`src/rtl/pipeline_hazard_controller.sv`:
```
// Central hazard / stall sequencer for the 5-stage pipeline.
// Produces PC and pipeline-register write enables and flushes, arbitrates
// memory wait, taken branch, load-use and jump events, runs the data-memory
// req/ack handshake with a timeout, and counts stalled cycles.
module pipeline_hazard_controller #(
  parameter int unsigned MEM_TIMEOUT = 15,
  parameter int unsigned CNT_W       = 16
) (
  input  logic             clk,
  input  logic             reset,
  input  logic [4:0]       id_rs,
  input  logic [4:0]       id_rt,
  input  logic             id_Jump,
  input  logic [4:0]       ex_rt,
  input  logic             ex_MemRead,
  input  logic             mem_BranchTaken,
  input  logic             mem_MemAccess,
  input  logic             dmem_ack,
  output logic             dmem_req,
  output logic             pc_write,
  output logic             if_id_write,
  output logic             id_ex_write,
  output logic             ex_mem_write,
  output logic             if_id_flush,
  output logic             id_ex_flush,
  output logic             ex_mem_flush,
  output logic             mem_wb_flush,
  output logic             mem_error,
  output logic [CNT_W-1:0] stall_count
);

  typedef enum logic [1:0] {
    ST_RUN      = 2'd0,
    ST_MEM_WAIT = 2'd1,
    ST_ERROR    = 2'd2
  } state_e;

  localparam logic [7:0] TIMEOUT_C = 8'(MEM_TIMEOUT);

  state_e           state_q, state_d;
  logic [7:0]       wait_cnt_q, wait_cnt_d;
  logic             err_q, err_d;
  logic [CNT_W-1:0] stall_cnt_q, stall_cnt_d;

  logic load_use, mem_ack, mem_busy, frozen;
  logic pc_w, ifid_w, idex_w, exmem_w;
  logic ifid_f, idex_f, exmem_f, memwb_f, req;

  // Event detection: ack only counts while a memory access is actually pending.
  always_comb begin
    load_use = ex_MemRead && (ex_rt != 5'd0) && ((ex_rt == id_rs) || (ex_rt == id_rt));
    mem_ack  = mem_MemAccess && dmem_ack;
    mem_busy = (state_q == ST_MEM_WAIT) || ((state_q == ST_RUN) && mem_MemAccess);
    frozen   = mem_busy && !mem_ack;
  end

  // Prioritised control: memory freeze > taken branch > load-use > jump.
  always_comb begin
    pc_w    = 1'b1;
    ifid_w  = 1'b1;
    idex_w  = 1'b1;
    exmem_w = 1'b1;
    ifid_f  = 1'b0;
    idex_f  = 1'b0;
    exmem_f = 1'b0;
    memwb_f = 1'b0;
    req     = mem_busy;
    if (state_q == ST_ERROR) begin
      pc_w    = 1'b0;
      ifid_w  = 1'b0;
      idex_w  = 1'b0;
      exmem_w = 1'b0;
      req     = 1'b0;
    end else if (frozen) begin
      // Hold everything upstream of MEM; a bubble enters MEM/WB.
      pc_w    = 1'b0;
      ifid_w  = 1'b0;
      idex_w  = 1'b0;
      exmem_w = 1'b0;
      memwb_f = 1'b1;
    end else if (mem_BranchTaken) begin
      ifid_f  = 1'b1;
      idex_f  = 1'b1;
      exmem_f = 1'b1;
    end else if (load_use) begin
      // The jump in ID (if any) is simply retried next cycle.
      pc_w    = 1'b0;
      ifid_w  = 1'b0;
      idex_f  = 1'b1;
    end else if (id_Jump) begin
      ifid_f  = 1'b1;
    end
  end

  // Outputs are forced low while reset is held so no register advances.
  always_comb begin
    dmem_req     = reset & req;
    pc_write     = reset & pc_w;
    if_id_write  = reset & ifid_w;
    id_ex_write  = reset & idex_w;
    ex_mem_write = reset & exmem_w;
    if_id_flush  = reset & ifid_f;
    id_ex_flush  = reset & idex_f;
    ex_mem_flush = reset & exmem_f;
    mem_wb_flush = reset & memwb_f;
    mem_error    = reset & err_q;
    stall_count  = stall_cnt_q;
  end

  // Next-state: handshake sequencing, timeout and saturating stall counter.
  always_comb begin
    state_d     = state_q;
    wait_cnt_d  = wait_cnt_q;
    err_d       = err_q;
    stall_cnt_d = stall_cnt_q;
    case (state_q)
      ST_RUN: begin
        if (frozen) begin
          state_d    = ST_MEM_WAIT;
          wait_cnt_d = 8'd0;
        end
      end
      ST_MEM_WAIT: begin
        if (mem_ack) begin
          state_d = ST_RUN;
        end else begin
          wait_cnt_d = wait_cnt_q + 8'd1;
          if ((wait_cnt_q + 8'd1) >= TIMEOUT_C) begin
            state_d = ST_ERROR;
            err_d   = 1'b1;
          end
        end
      end
      ST_ERROR: begin
        err_d = 1'b1;
      end
      default: begin
        state_d = ST_RUN;
      end
    endcase
    if (!pc_w && (state_q != ST_ERROR) && (stall_cnt_q != {CNT_W{1'b1}}))
      stall_cnt_d = stall_cnt_q + {{(CNT_W-1){1'b0}}, 1'b1};
  end

  // State, wait counter, sticky error and stall counter registers.
  always_ff @(posedge clk or negedge reset) begin
    if (!reset) begin
      state_q     <= ST_RUN;
      wait_cnt_q  <= 8'd0;
      err_q       <= 1'b0;
      stall_cnt_q <= '0;
    end else begin
      state_q     <= state_d;
      wait_cnt_q  <= wait_cnt_d;
      err_q       <= err_d;
      stall_cnt_q <= stall_cnt_d;
    end
  end

endmodule

```
`config.mk`:
```
export PLATFORM = sky130hd
export DESIGN_NAME = pipeline_hazard_controller
export DESIGN_NICKNAME = d
export VERILOG_FILES = /design/src/rtl/pipeline_hazard_controller.sv
export SDC_FILE = /design/constraint.sdc
export NUM_CORES = 1
export LEC_CHECK = 0
export ABC_AREA = 1
export BUFFER_PORTS_ARGS = -buffer_cell sky130_fd_sc_hd__buf_2
export CAP_MARGIN = 20
export CORE_MARGIN = 2
export CORE_UTILIZATION = 45
export DETAILED_ROUTE_END_ITERATION = 10
export GPL_ROUTABILITY_DRIVEN = 0
export GPL_TIMING_DRIVEN = 1
export PLACE_DENSITY_LB_ADDON = 0.12
export RECOVER_POWER = 50
export SYNTH_ARGS = -nofsm -noshare
export SYNTH_HDL_FRONTEND = slang
export SYNTH_SLANG_ARGS = --single-unit
```
`constraint.sdc`:
```
create_clock -name clk -period 1.8 [get_ports clk]
set_clock_uncertainty 0.2 [all_clocks]
set_input_delay 0.18 -clock clk [delete_from_list [all_inputs] [get_ports clk]]
set_output_delay 0.18 -clock clk [all_outputs]
set_load 0.05 [all_outputs]
```
After elaboration in Yosys (flattened, before gate mapping)
Cells that the tools add are included.
{ "totals": {"out_inout_bits": 26, "regBits": 27, "inputBits": 22} }
{ "op_classes": {"n_eq_ne": 10, "order_cmp": 1, "bitwise": 9, "addsub": 2, "n_reduce_logical": 18, "mux": 31} }
{ "ops": {"columns": ["op", "n"], "rows": [
  ["1-bit two-way mux", 23],
  ["16-bit by 1-bit adder with 16-bit output, second input constant", 1],
  ["8-bit two-way mux", 2],
  ["16-bit inequality test, second input constant", 1],
  ["8-bit case mux with 2 select lines", 1],
  ["5-bit equality test", 2],
  ["3-bit AND reduction", 3],
  ["8-bit by 1-bit adder with 8-bit output, second input constant", 1],
  ["1-bit AND", 8],
  ["8-bit by 4-bit >= comparator with 1-bit output, second input constant", 1],
  ["1-bit logical AND", 7],
  ["2-bit two-way mux", 3],
  ["2-bit inequality test, second input constant", 3],
  ["2-bit case mux with 3 select lines", 1],
  ["5-bit nonzero test", 1],
  ["2-bit nonzero test", 2],
  ["3-bit by 2-bit inequality test with 1-bit output, second input constant", 1],
  ["2-bit by 1-bit equality test with 1-bit output, second input constant", 1],
  ["2-bit equality test, second input constant", 1],
  ["1-bit logical NOT", 2],
  ["2-bit logical NOT", 1],
  ["1-bit logical OR", 2],
  ["2-bit by 1-bit inequality test with 1-bit output, second input constant", 1],
  ["1-bit case mux with 2 select lines", 1],
  ["1-bit NOT", 1]
]} }

Logic depth before layout (Yosys ltp)
{ "depth": {"word_depth": 10, "mapped_depth": 12} }

Least setup slack after synthesis
OpenSTA, ideal clock, no wires.
{ "synth_timing": {"kind": "flip-flop to output port", "start": "reg state_q[1]", "end": "out if_id_flush", "arrival_ns": 2.177, "setup_slack_ns": -0.757, "stages_incl_launch_ff": 8, "path_buffers": 1, "path_cell_list": "dfrtp_1 -> inv_1 -> nor2_1 -> inv_1 -> buf_1 -> nand2_1 -> nor2_1 -> o21a_1"} }
{ "synth_between": {"elab_chain_len": 7, "word_cells_on_any_way": 9, "cone_classes": "eq/ne (2); mux (2); bitwise (1); reduce/logical (4)"} }
{ "synth_rtl": {"columns": ["item", "line", "source"], "rows": [
  ["from (decl)", "40", "state_e state_q, state_d;"],
  ["from (signal assigned)", "153", "state_q <= state_d;"],
  ["2-bit logical NOT", "53", "mem_busy = (state_q == ST_MEM_WAIT) || ((state_q == ST_RUN) && mem_MemAccess);"],
  ["1-bit logical AND", "53", null],
  ["1-bit logical OR", "53", null],
  ["1-bit logical AND", "54", "frozen = mem_busy && !mem_ack;"],
  ["1-bit two-way mux", "74", "end else if (frozen) begin"],
  ["1-bit two-way mux *", "68", "if (state_q == ST_ERROR) begin"],
  ["1-bit AND *", "102", "if_id_flush = reset & ifid_f;"],
  ["to (decl)", "24", "output logic if_id_flush,"]
]} }
Every way passes the cells marked *; elsewhere a longest branch is shown, timed or not.

Worst setup path after layout
{ "layout_timing": {"start": "reg state_q[0]", "end": "out if_id_flush"} }
The elaborated chain is that of the path after synthesis.

==> impl_results.md <==
* Status: finished, violations left
* Failing checks: setup timing
* Setup crit end kind: output port
* Worst EP arrival at 1.47 ns
* Final setup vio count at 4
* Remaining global-route overflow at 0
* Placed cell areas at 2300 sq um
* Clock Sinks at 27
* Largest net degree at the start of global routing at 20
* TritonCTS clock tree: yes
* Post-route setup slack at -0.0472 ns
* P&R area growth vs syn at 38.4%
* Max incr delay on CP at 0.41 ns
* Slew Limit Fails at 0
* Hold WC Path Type: in2reg
* Final #Nets at 355
* Design Power at 1050 uW
* Dpl cells at 364
* VDD IR-drop max at 0.269 mV
* Max cap viols at 0
* Mapped Cells at 255
* Antenna Violating Nets Remaining at 0
* Critical path's slowest cell: dfrtp_1
* First-pass detailed-route iteration total at 4
* Max Clk Rate at 541 MHz
* Die area at 4590 sq um
* Gr usage total at 21.2%
* CTS clock-pin slew for the worst setup and hold paths at 0.08 ns
* Crit path cell chain: o21ai_2, nor2_2, inv_2, nand2_4, nor2_4, o21a_4, buf_8
* Global-route wire length before repair at 7340 um
* Final instance count without filler cells at 379
* Worst Tran Pin Value at 0.600 ns
* Syn Area/Cell at 7.16 sq um
* Async S/R FF share, synth at 100%
* IO Pins at 48
* Synth Warn # at 0
* Hold Fails Final Rpt at 0
* Synth Flop Type: dfrtp_1
* WL final at 4490 um
* Num CTS Buffers at 3
* Share of layout cells above drive strength 1 at 35.3%
* Worst Setup Path Type: reg2out
* Row count at 23
* Initial DRC Count at 69
* DIE WIDTH at 67.7 um
* Core area at 3940 sq um
* Design area at 2530 sq um
* WP data required at 1.42 ns
* Power per Cell Area at 415 nW/um^2
* WL/cell at 11.9 um
* Mapped Nets at 280
* CP max FO at 3
* FF+latch count, synth at 27
* Max Root-Sink Buffers at 2
* RSZ-0062 raised after global routing: yes
* Worst path top cell family by delay: flip-flops
* Vias at 1874
* Leakage at 0.00137 uW
* CP Buf/Inv Count at 2
* Post-DP HPWL at 3210 um
* DR vias/cell at 4.94
* Sequential share of the synthesized area at 37.0%
* DRC errors left at 0
* Synth cell types at 28
* Post-layout minimum cycle time at 1.85 ns
* Diode count at 0
* H-tree Lvls at 1
* Fin util at 64.1%
* Clk_lat worst skew at 0.28 ns
* Slew margin rel. at 60.2%
* Fillers at 368
* Initial Util at 46.3%
* Tcrit/Tclk final at 103%
* IO Port Bufs at 47
* Post-synth EDFFs at 0
* Die Height at 67.7 um
* Crit start category: register
* Vias in the first global route at 1676
* CTS root buf: clkbuf_8
* Syn Std Cell Area at 1830 sq um
* Initial antenna violation count at 0
## final timing paths
| kind | from | endpoint | slack (ns) | cells after the start |
|---|---|---|---|---|
| worst min-delay path | dmem_ack | wait_cnt_q[4] | 0.16 | 4 |
| min in group asynchronous | reset | stall_count[11] | 0.43 | 3 |
| worst min register to register | err_q | err_q | 0.28 | 2 |
| worst max-delay path | state_q[0] | if_id_flush | -0.05 | 7 |
| max in group asynchronous | reset | stall_count[12] | 0.50 | 3 |
| worst max register to register | stall_count[1] | stall_count[0] | 0.10 | 8 |
## what timing repair did
action / CTS / global route
endpoints found under the hold margin: 27 / 0
cloned: 0 / 1
hold buffers: 1 / 0
gates resized for setup: 18 / 13
pin swaps: 3 / 6
endpoints found under the setup margin: 8 / 13
buffers inserted: 2 / 7
## metal layers
metal  wire (um)  up-vias  track usage (%)
met3         161        4             3.00
met2        2090       39             34.1
met4          50        0             8.16
met5           0        -                0
li1            -      962                -
met1        2190      869             28.7
## worst register-to-register path, cell delays in order, from the launching register on
cell	delay, ns
dfrtp_2	0.40
ha_4	0.16
nand3_2	0.09
nor2_4	0.10
buf_4	0.12
nand4_4	0.16
buf_4	0.21
nand4_1	0.09
nand2_1	0.06
## layout by cell type (no fill, tap or decap), types with 2 or more instances in the layout
cell type	netlist	routed
buf_2	1	37
buf_4	3	25
buf_6	1	6
buf_8	0	2
clkbuf_1	1	4
clkbuf_8	0	3
dfrtp_1	27	18
dfrtp_2	0	9
inv_1	27	25
inv_2	5	6
nand2_1	85	83
nand2_2	0	2
nand3_1	15	11
nand3_2	1	4
nand3_4	1	3
nand4_1	18	18
nor2_1	25	20
nor2_2	1	5
nor2_4	1	2
nor3_2	0	2
o21ai_0	9	9
o22ai_1	2	2
xnor2_1	11	11
xor2_1	9	9
## cells by family after synthesis
kind of cell / Yosys count / synth area share (%)
AND/OR/NAND/NOR: 151 / 37.7
buffers and inverters: 39 / 9.11
flip-flops: 27 / 37.0
XOR/XNOR: 20 / 9.59
AO/OA/AOI/OAI: 15 / 4.59
adder cells (fa/ha/maj): 3 / 2.06
## cell usage after synthesis, types with 2 or more instances
master | count | area (sq um)
nand2_1 | 85 | 319
buf_4 | 3 | 22.5
ha_1 | 3 | 37.5
dfrtp_1 | 27 | 676
inv_2 | 5 | 18.8
o21ai_0 | 9 | 45.0
xor2_1 | 9 | 78.8
nand3_1 | 15 | 75.1
inv_1 | 27 | 101
nand4_1 | 18 | 113
nor3_1 | 2 | 10.0
nor2_1 | 25 | 93.8
o22ai_1 | 2 | 12.5
xnor2_1 | 11 | 96.3
## registers in the layout, summed over array words and instances (netlist names)
register and flops:
stall_count 16, wait_cnt_q 8, state_q 2, err_q 1
## final cells by class
type,count,area (sq um),area share [%]
Multi-Input combinational cell,190,1090,43.2
Tap cell,50,62.6,2.48
Sequential cell,27,687,27.2
Inverter,32,124,4.90
Timing Repair Buffer,76,517,20.4
Clock buffer,4,45.0,1.78
## power by group
group          leakage (uW)  switching, uW  internal, uW
clock             0.0000228            183           159
combinational       0.00102           61.8          39.0
sequential         0.000331              0           606
## metrics by stage
| step | setup slack (ns) | setup TNS [ns] | hold slack (ns) |
|---|---|---|---|
| final | -0.0472 | -0.107 | 0.156 |
| after global routing | -0.157 | -1.02 | 0.228 |
| after CTS | -0.0499 | -0.103 | 0.144 |
| after detailed placement | 0.0612 | 0 | 0.0119 |
| after global placement | 0.0819 | 0 | 0.00530 |
| after floorplan | -0.0677 | -0.0677 | -0.316 |
Power figures use the tool's default switching activity.
